**config.mk**
```make
export PLATFORM = sky130hd
export DESIGN_NAME = boot_loader
export DESIGN_NICKNAME = d
export VERILOG_FILES = /design/src/rtl/boot_loader.sv
export SDC_FILE = /design/constraint.sdc
export NUM_CORES = 1
export LEC_CHECK = 0
export CAP_MARGIN = 10
export CORE_MARGIN = 2
export CORE_UTILIZATION = 55
export DETAILED_ROUTE_END_ITERATION = 10
export GPL_ROUTABILITY_DRIVEN = 0
export HOLD_SLACK_MARGIN = 0.03
export PLACE_DENSITY = 0.81
export SYNTH_ARGS = -nofsm -noshare
export SYNTH_HDL_FRONTEND = slang
export SYNTH_SLANG_ARGS = --single-unit
```
**constraint.sdc**
```tcl
create_clock -name clk -period 5 [get_ports clk]
set_input_delay 0.5 -clock clk [delete_from_list [all_inputs] [get_ports clk]]
set_output_delay 0.5 -clock clk [all_outputs]
set_load 0.05 [all_outputs]
```
**src/rtl/boot_loader.sv**
```systemverilog
// Boot loader: streams a little-endian byte image (header N, N words, `BOOT_CHECKSUM_EN trailer) into IMEM, then releases cpu_ena.
// Registered IMEM write one cycle after a word's 4th byte; rx_ready drops permanently in DONE/ERROR.
module boot_loader #(
  parameter int ADDR_WIDTH = 10
) (
  input  logic        clk,
  input  logic        reset,
  input  logic [7:0]  rx_data,
  input  logic        rx_valid,
  output logic        rx_ready,
  output logic        imem_we,
  output logic [31:0] imem_waddr,
  output logic [31:0] imem_wdata,
  output logic        cpu_ena,
  output logic        boot_done,
  output logic        boot_error
);

  typedef enum logic [2:0] {
    HDR,
    DATA,
`ifdef BOOT_CHECKSUM_EN
    CSUM,
`endif
    DONE,
    ERROR
  } state_t;

  state_t      state;
  logic [1:0]  byte_idx;
  logic [23:0] wbuf;
  logic [31:0] nwords;
  logic [31:0] wcnt;
`ifdef BOOT_CHECKSUM_EN
  logic [31:0] xacc;
`endif

  logic        accept;
  logic        word_end;
  logic [31:0] word;
  logic [32:0] max_words;

  assign accept    = rx_valid & rx_ready;
  assign word_end  = accept && (byte_idx == 2'd3);
  assign word      = {rx_data, wbuf};
  assign max_words = 33'd1 << ADDR_WIDTH;

  always_ff @(posedge clk or negedge reset) begin
    if (!reset) begin
      state      <= HDR;
      byte_idx   <= 2'd0;
      wbuf       <= 24'd0;
      nwords     <= 32'd0;
      wcnt       <= 32'd0;
`ifdef BOOT_CHECKSUM_EN
      xacc       <= 32'd0;
`endif
      rx_ready   <= 1'b0;
      imem_we    <= 1'b0;
      imem_waddr <= 32'd0;
      imem_wdata <= 32'd0;
      cpu_ena    <= 1'b0;
      boot_done  <= 1'b0;
      boot_error <= 1'b0;
    end else begin
      imem_we  <= 1'b0;
      rx_ready <= (state != DONE) && (state != ERROR);
      // Enable follows DONE by one edge so the final write pulse has already completed.
      cpu_ena  <= (state == DONE);

      if (accept) begin
        byte_idx <= byte_idx + 2'd1;
        case (byte_idx)
          2'd0:    wbuf[7:0]   <= rx_data;
          2'd1:    wbuf[15:8]  <= rx_data;
          2'd2:    wbuf[23:16] <= rx_data;
          default: ;
        endcase
      end

      if (word_end) begin
        case (state)
          HDR: begin
            nwords <= word;
            if ({1'b0, word} > max_words) begin
              state      <= ERROR;
              boot_error <= 1'b1;
              rx_ready   <= 1'b0;
            end else if (word == 32'd0) begin
`ifdef BOOT_CHECKSUM_EN
              state <= CSUM;
`else
              state     <= DONE;
              boot_done <= 1'b1;
              rx_ready  <= 1'b0;
`endif
            end else begin
              state <= DATA;
            end
          end
          DATA: begin
            imem_we    <= 1'b1;
            imem_waddr <= wcnt << 2;
            imem_wdata <= word;
            wcnt       <= wcnt + 32'd1;
`ifdef BOOT_CHECKSUM_EN
            xacc <= xacc ^ word;
            if (wcnt + 32'd1 == nwords) state <= CSUM;
`else
            if (wcnt + 32'd1 == nwords) begin
              state     <= DONE;
              boot_done <= 1'b1;
              rx_ready  <= 1'b0;
            end
`endif
          end
`ifdef BOOT_CHECKSUM_EN
          CSUM: begin
            rx_ready <= 1'b0;
            if (word == xacc) begin
              state     <= DONE;
              boot_done <= 1'b1;
            end else begin
              state      <= ERROR;
              boot_error <= 1'b1;
            end
          end
`endif
          default: ;
        endcase
      end
    end
  end

endmodule

```
Word level (Yosys, flattened, before mapping)
Cells that the tools add are included.
Storage, ports and cells
  input bits: 11
  bits in registers: 160
  word-level logic and storage cells: 58
  output and inout bits: 69
Cells by class
  equality and inequality tests: 11
  reduce and logical (&&, ||, !) cells: 14
  magnitude comparators: 1
  $add $sub $neg: 2
  muxes and demuxes: 15
  bitwise gates (word level): 1
Operator list (number)
  32-bit by 1-bit adder with 32-bit output (second input constant): 1
  32-bit == test: 1
  32-bit by 11-bit > comparator with 1-bit output (second input constant): 1
  32-bit logical NOT: 1
  2-bit AND reduction: 5
  1-bit two-way mux: 9
  2-bit != test (second input constant): 3
  3-bit by 2-bit != test with 1-bit output (second input constant): 2
  3-bit case mux with 2 select lines: 1
  3-bit AND reduction: 2
  5-bit AND reduction: 1
  2-bit == test (second input constant): 2
  2-bit two-way mux: 2
  1-bit case mux with 2 select lines: 2
  3-bit by 1-bit == test with 1-bit output (second input constant): 1
  3-bit by 2-bit == test with 1-bit output (second input constant): 1
  3-bit logical NOT: 1
  3-bit two-way mux: 1
  2-bit by 1-bit adder with 2-bit output (second input constant): 1
  2-bit by 1-bit == test with 1-bit output (second input constant): 1
  1-bit logical AND: 2
  2-bit logical NOT: 1
  2-bit nonzero test: 1
  1-bit bitwise AND: 1

Depth between registers and ports, before layout
  depth after elaboration: 6
  mapped depth: 10

Worst setup path before layout
No wires, ideal clock.
  path type: reg-to-reg
  start: register wcnt[0]
  end: register rx_ready
  clock period less this slack: 2.702 ns
  path slack: 2.298 ns
  cell stages (with the launch flop): 10
  arrival time: 2.574 ns
  path through: dfrtp_1 > buf_4 > nand2_2 > nor4_1 > nand4_1 > xnor2_1 > or4_1 > or4b_4 > o21ai_2 > a31oi_1
Between the ends
  word-level cells in the longest chain between the ends: 5
RTL lines
  from (decl): RTL line 33  | logic [31:0] wcnt;
  from (signal assigned): RTL line 105  | wcnt <= wcnt + 32'd1;
  32-bit by 1-bit adder with 32-bit output: RTL line 110  | if (wcnt + 32'd1 == nwords) begin
  32-bit == test: RTL line 110
  1-bit two-way mux: RTL line 110
  1-bit case mux with 2 select lines: RTL line 82  | case (state)
  1-bit two-way mux: RTL line 81  | if (word_end) begin
  to (signal assigned): RTL line 67  | rx_ready <= (state != DONE) && (state != ERROR);
  to (decl): RTL line 10  | output logic rx_ready,
No other way between the ends.
A chain may end at the register's enable or synchronous reset.

Worst setup path in the final report
  start: register wcnt[3]
  end: register state[1]
Between the ends
  word-level cells in the longest chain between the ends: 4
RTL lines
  32-bit by 1-bit adder with 32-bit output: RTL line 110
  32-bit == test: RTL line 110
  2-bit != test (no line)
  3-bit AND reduction (no line)
  to (signal assigned): RTL line 93  | state <= DONE;
  to (signal assigned): RTL line 98  | state <= DATA;
  to (signal assigned): RTL line 111  | state <= DONE;
  to (decl): RTL line 29  | state_t state;
No other way between the ends.

==> summary.txt <==
Run status
  – Outcome: finished clean

Cells and area
  – Area of the multi-input gates: 0.003272 mm2
  – Design area: 0.008930 mm2
  – Ratio of cells with drive above 1 in the final layout: 0.1356
  – Register area: 0.003979 mm2
  – Fill cell count: 999
  – Final Net Count: 814
  – # diodes: 0
  – Area delta synth->final: 18.59%
  – Final std cells w/o fill: 987

Placed design
  – I/O Buffers: 77
  – Detailed Place HPWL: 11990 um
  – Placed cell count: 954
  – DP Area: 0.008307 mm2

Global routing
  – Initial antenna violation count: 0
  – Grt total ovfl: 0
  – First-pass GRT wire length: 29060 um
  – Number of global-route vias before repair: 5632
  – Gr usage total: 0.2564
  – Largest net degree at the start of global routing: 105

Worst setup path
  – Crit start category: flop
  – CP startpoint: wcnt[3]
  – CP Data Arrival Time: 3730 ps
  – Worst-path fanout max: 12
  – Worst setup path class: reg2reg
  – Worst r2r src: wcnt[3]
  – WP data required: 5370 ps
  – RR Endpoint: state[1]
  – CP endpoint: state[1]
  – CP Capture Type: flop
  – Flop-to-flop setup slack: 1640 ps
  – Worst r2r path cells: 8

Logic synthesis
  – Ys Warns: 0
  – Post-synth top area share: 0.5284
  – Cell area after synthesis: 0.007530 mm2
  – Top cells by count, synth: nand2_1 (210), dfrtp_1 (159), mux2_2 (55)
  – Post-synth EDFFs: 0
  – #FFs+latches synth: 159
  – Distinct cells, synth: 60
  – Avg Synthesized Cell Area: 10.13 um2
  – Post-synth top flop: dfrtp_1
  – Top area cells in the synthesized netlist: dfrtp_1 (53%), nand2_1 (10%), mux2_2 (8.2%)
  – Dominant cell by count in the synthesized netlist: nand2_1
  – Seq/Total Area, Yosys: 0.5284
  – Asr flop ratio synth: 1.000
  – Post-synthesis cell count: 743
  – Synth area leader: dfrtp_1

Pwr
  – Pwr Density: 529.5 mW/mm2
  – Combinational power share: 0.298
  – Clock power share: 0.284
  – Switching Power: 1.734 mW
  – Internal power: 2.994 mW
  – Net Sw Frac: 0.3668
  – Lkg Pwr: 4.167 nW
  – Register share of total power: 0.418
  – Peak supply drop: 0.4486 mV

Clocking
  – CTS H-tree depth: 4
  – Clock Path Buffers: 2
  – CTS buffer count: 17
  – Worst-path clk slew: 70 ps
  – Root Driver: clkbuf_16
  – TritonCTS clock tree: yes
  – Post-CTS Hold Buffers: 0
  – Postcts setup bufs: 0
  – Worst skew pair latency: 430 ps
  – Clk sinks: 159
  – Post-CTS Resized: 0

Floorplan
  – Die area: 0.01464 mm2
  – Chip width: 121.0 um
  – Starting Density: 0.5663
  – Core ar.: 0.01330 mm2
  – # rows: 42
  – # IOs: 80
  – Die Y: 121.0 um

Drt
  – Router iterations before antenna repair: 5
  – Remaining DRCs: 0
  – Routed WL per cell: 17.92 um
  – Vias after detailed routing: 5686
  – Drt total wl: 17690 um
  – Detailed Route Iter0 Violations: 462
  – Vias per inst: 5.761
  – DRT antenna net count: 0

STA
  – Headroom to the max-slew limit: 0.3883
  – Final min period: 3360 ps
  – Final Setup Violations: 0
  – Final number of hold-violating endpoints: 0
  – RSZ-0062 raised after global routing: no
  – Slew @ Worst Pin: 917.6 ps
  – Worst Skew: 14.09 ps
  – Period utilization: 0.6719
  – Fmax: 297.7 MHz
  – Max Transition Viols Final: 0
  – Setup Total Neg Slack: 0 ps

Flow run
  – Max Cap Violations: 0

Hold path
  – Hold WC Path Type: in2async
==> through the flow <==
stage	total power [mW]	hold WS (ps)	setup slack, ps	utilization
floorplan	2.864	204.4	2298	-
global placement	3.318	454.6	1845	0.6248
detailed placement	3.384	462.7	1659	0.6248
CTS	4.740	223.1	1650	0.6711
global route	4.936	272.0	1479	0.6717
finish	4.728	190.4	1640	0.6717
==> layer usage <==
metal  vias up  share of wire  track usage
met1      2814           0.44       0.3534
met5         -              0            0
li1       2597              -            -
met2       231           0.47       0.3940
met4         0          0.025       0.1010
met3        44          0.064      0.06109
==> layout by cell type (no fill, tap or decap), drive strengths merged, types with 5 or more instances in the layout <==
master	count
clkdlybuf4s50	76
inv	15
and3	8
nor2	27
dfrtp	159
xor2	31
nor4	11
xnor2	41
clkbuf	19
ha	5
nand3	27
nand2	211
mux2i	5
o21ai	12
mux2	55
nor3	19
buf	5
nand4	28
==> flip-flops by register name (all words and copies together), names as in the netlist, 2 cells and up <==
name        cells
state           2
wcnt           32
byte_idx        2
imem_wdata     32
wbuf           24
imem_waddr     30
nwords         32
==> logic make-up after synthesis <==
group,count (synthesis),synth area share
buf+inv,56,0.03855
compound gates,37,0.03656
simple gates,353,0.2150
xor+xnor,72,0.08375
fa+ha+maj,5,0.008308
other cells,1,0.0004980
mux,60,0.08890
flops,159,0.5284
==> worst max-delay path: stages, from the launching register on <==
cell     delay, ps
dfrtp_1        510
nand3_2        290
nor4_1         660
nand4_1        220
xnor2_1        170
or4_1          510
or4b_4         560
o21ai_2        190
a31o_1         180
==> cell type report <==
type                       count  area share
clock buffer                  18     0.04918
sequential                   159      0.4456
multi-input combinational    529      0.3664
timing repair buffer          82     0.09065
clock inverter                14     0.01976
tap                          176     0.02466
inverter                       9    0.003783
==> how the worst min path moves through the flow <==
| stage | start | endpoint | slack [ps] | cells past startpoint |
|---|---|---|---|---|
| 5_1_grt | reset | imem_waddr[11] | 270 | 1 |
| 3_5_place_dp | imem_waddr[16] | imem_waddr[16] | 460 | 2 |
| 4_1_cts | reset | imem_waddr[11] | 220 | 1 |
| 3_3_place_gp | boot_error | boot_error | 450 | 1 |
| 6_report | reset | wcnt[5] | 190 | 1 |
| 2_1_floorplan | reset | boot_done | 200 | 0 |
==> power groups by stage <==
stage	combinational [mW]	sequential, mW	clock [mW]
2_1_floorplan	0.595	2.27	0
3_3_place_gp	1.36	1.96	0
3_5_place_dp	1.40	1.98	0
4_1_cts	1.42	1.97	1.36
5_1_grt	1.51	2.01	1.42
6_report	1.41	1.97	1.34
Note: power is estimated with default switching activity, not from simulation.
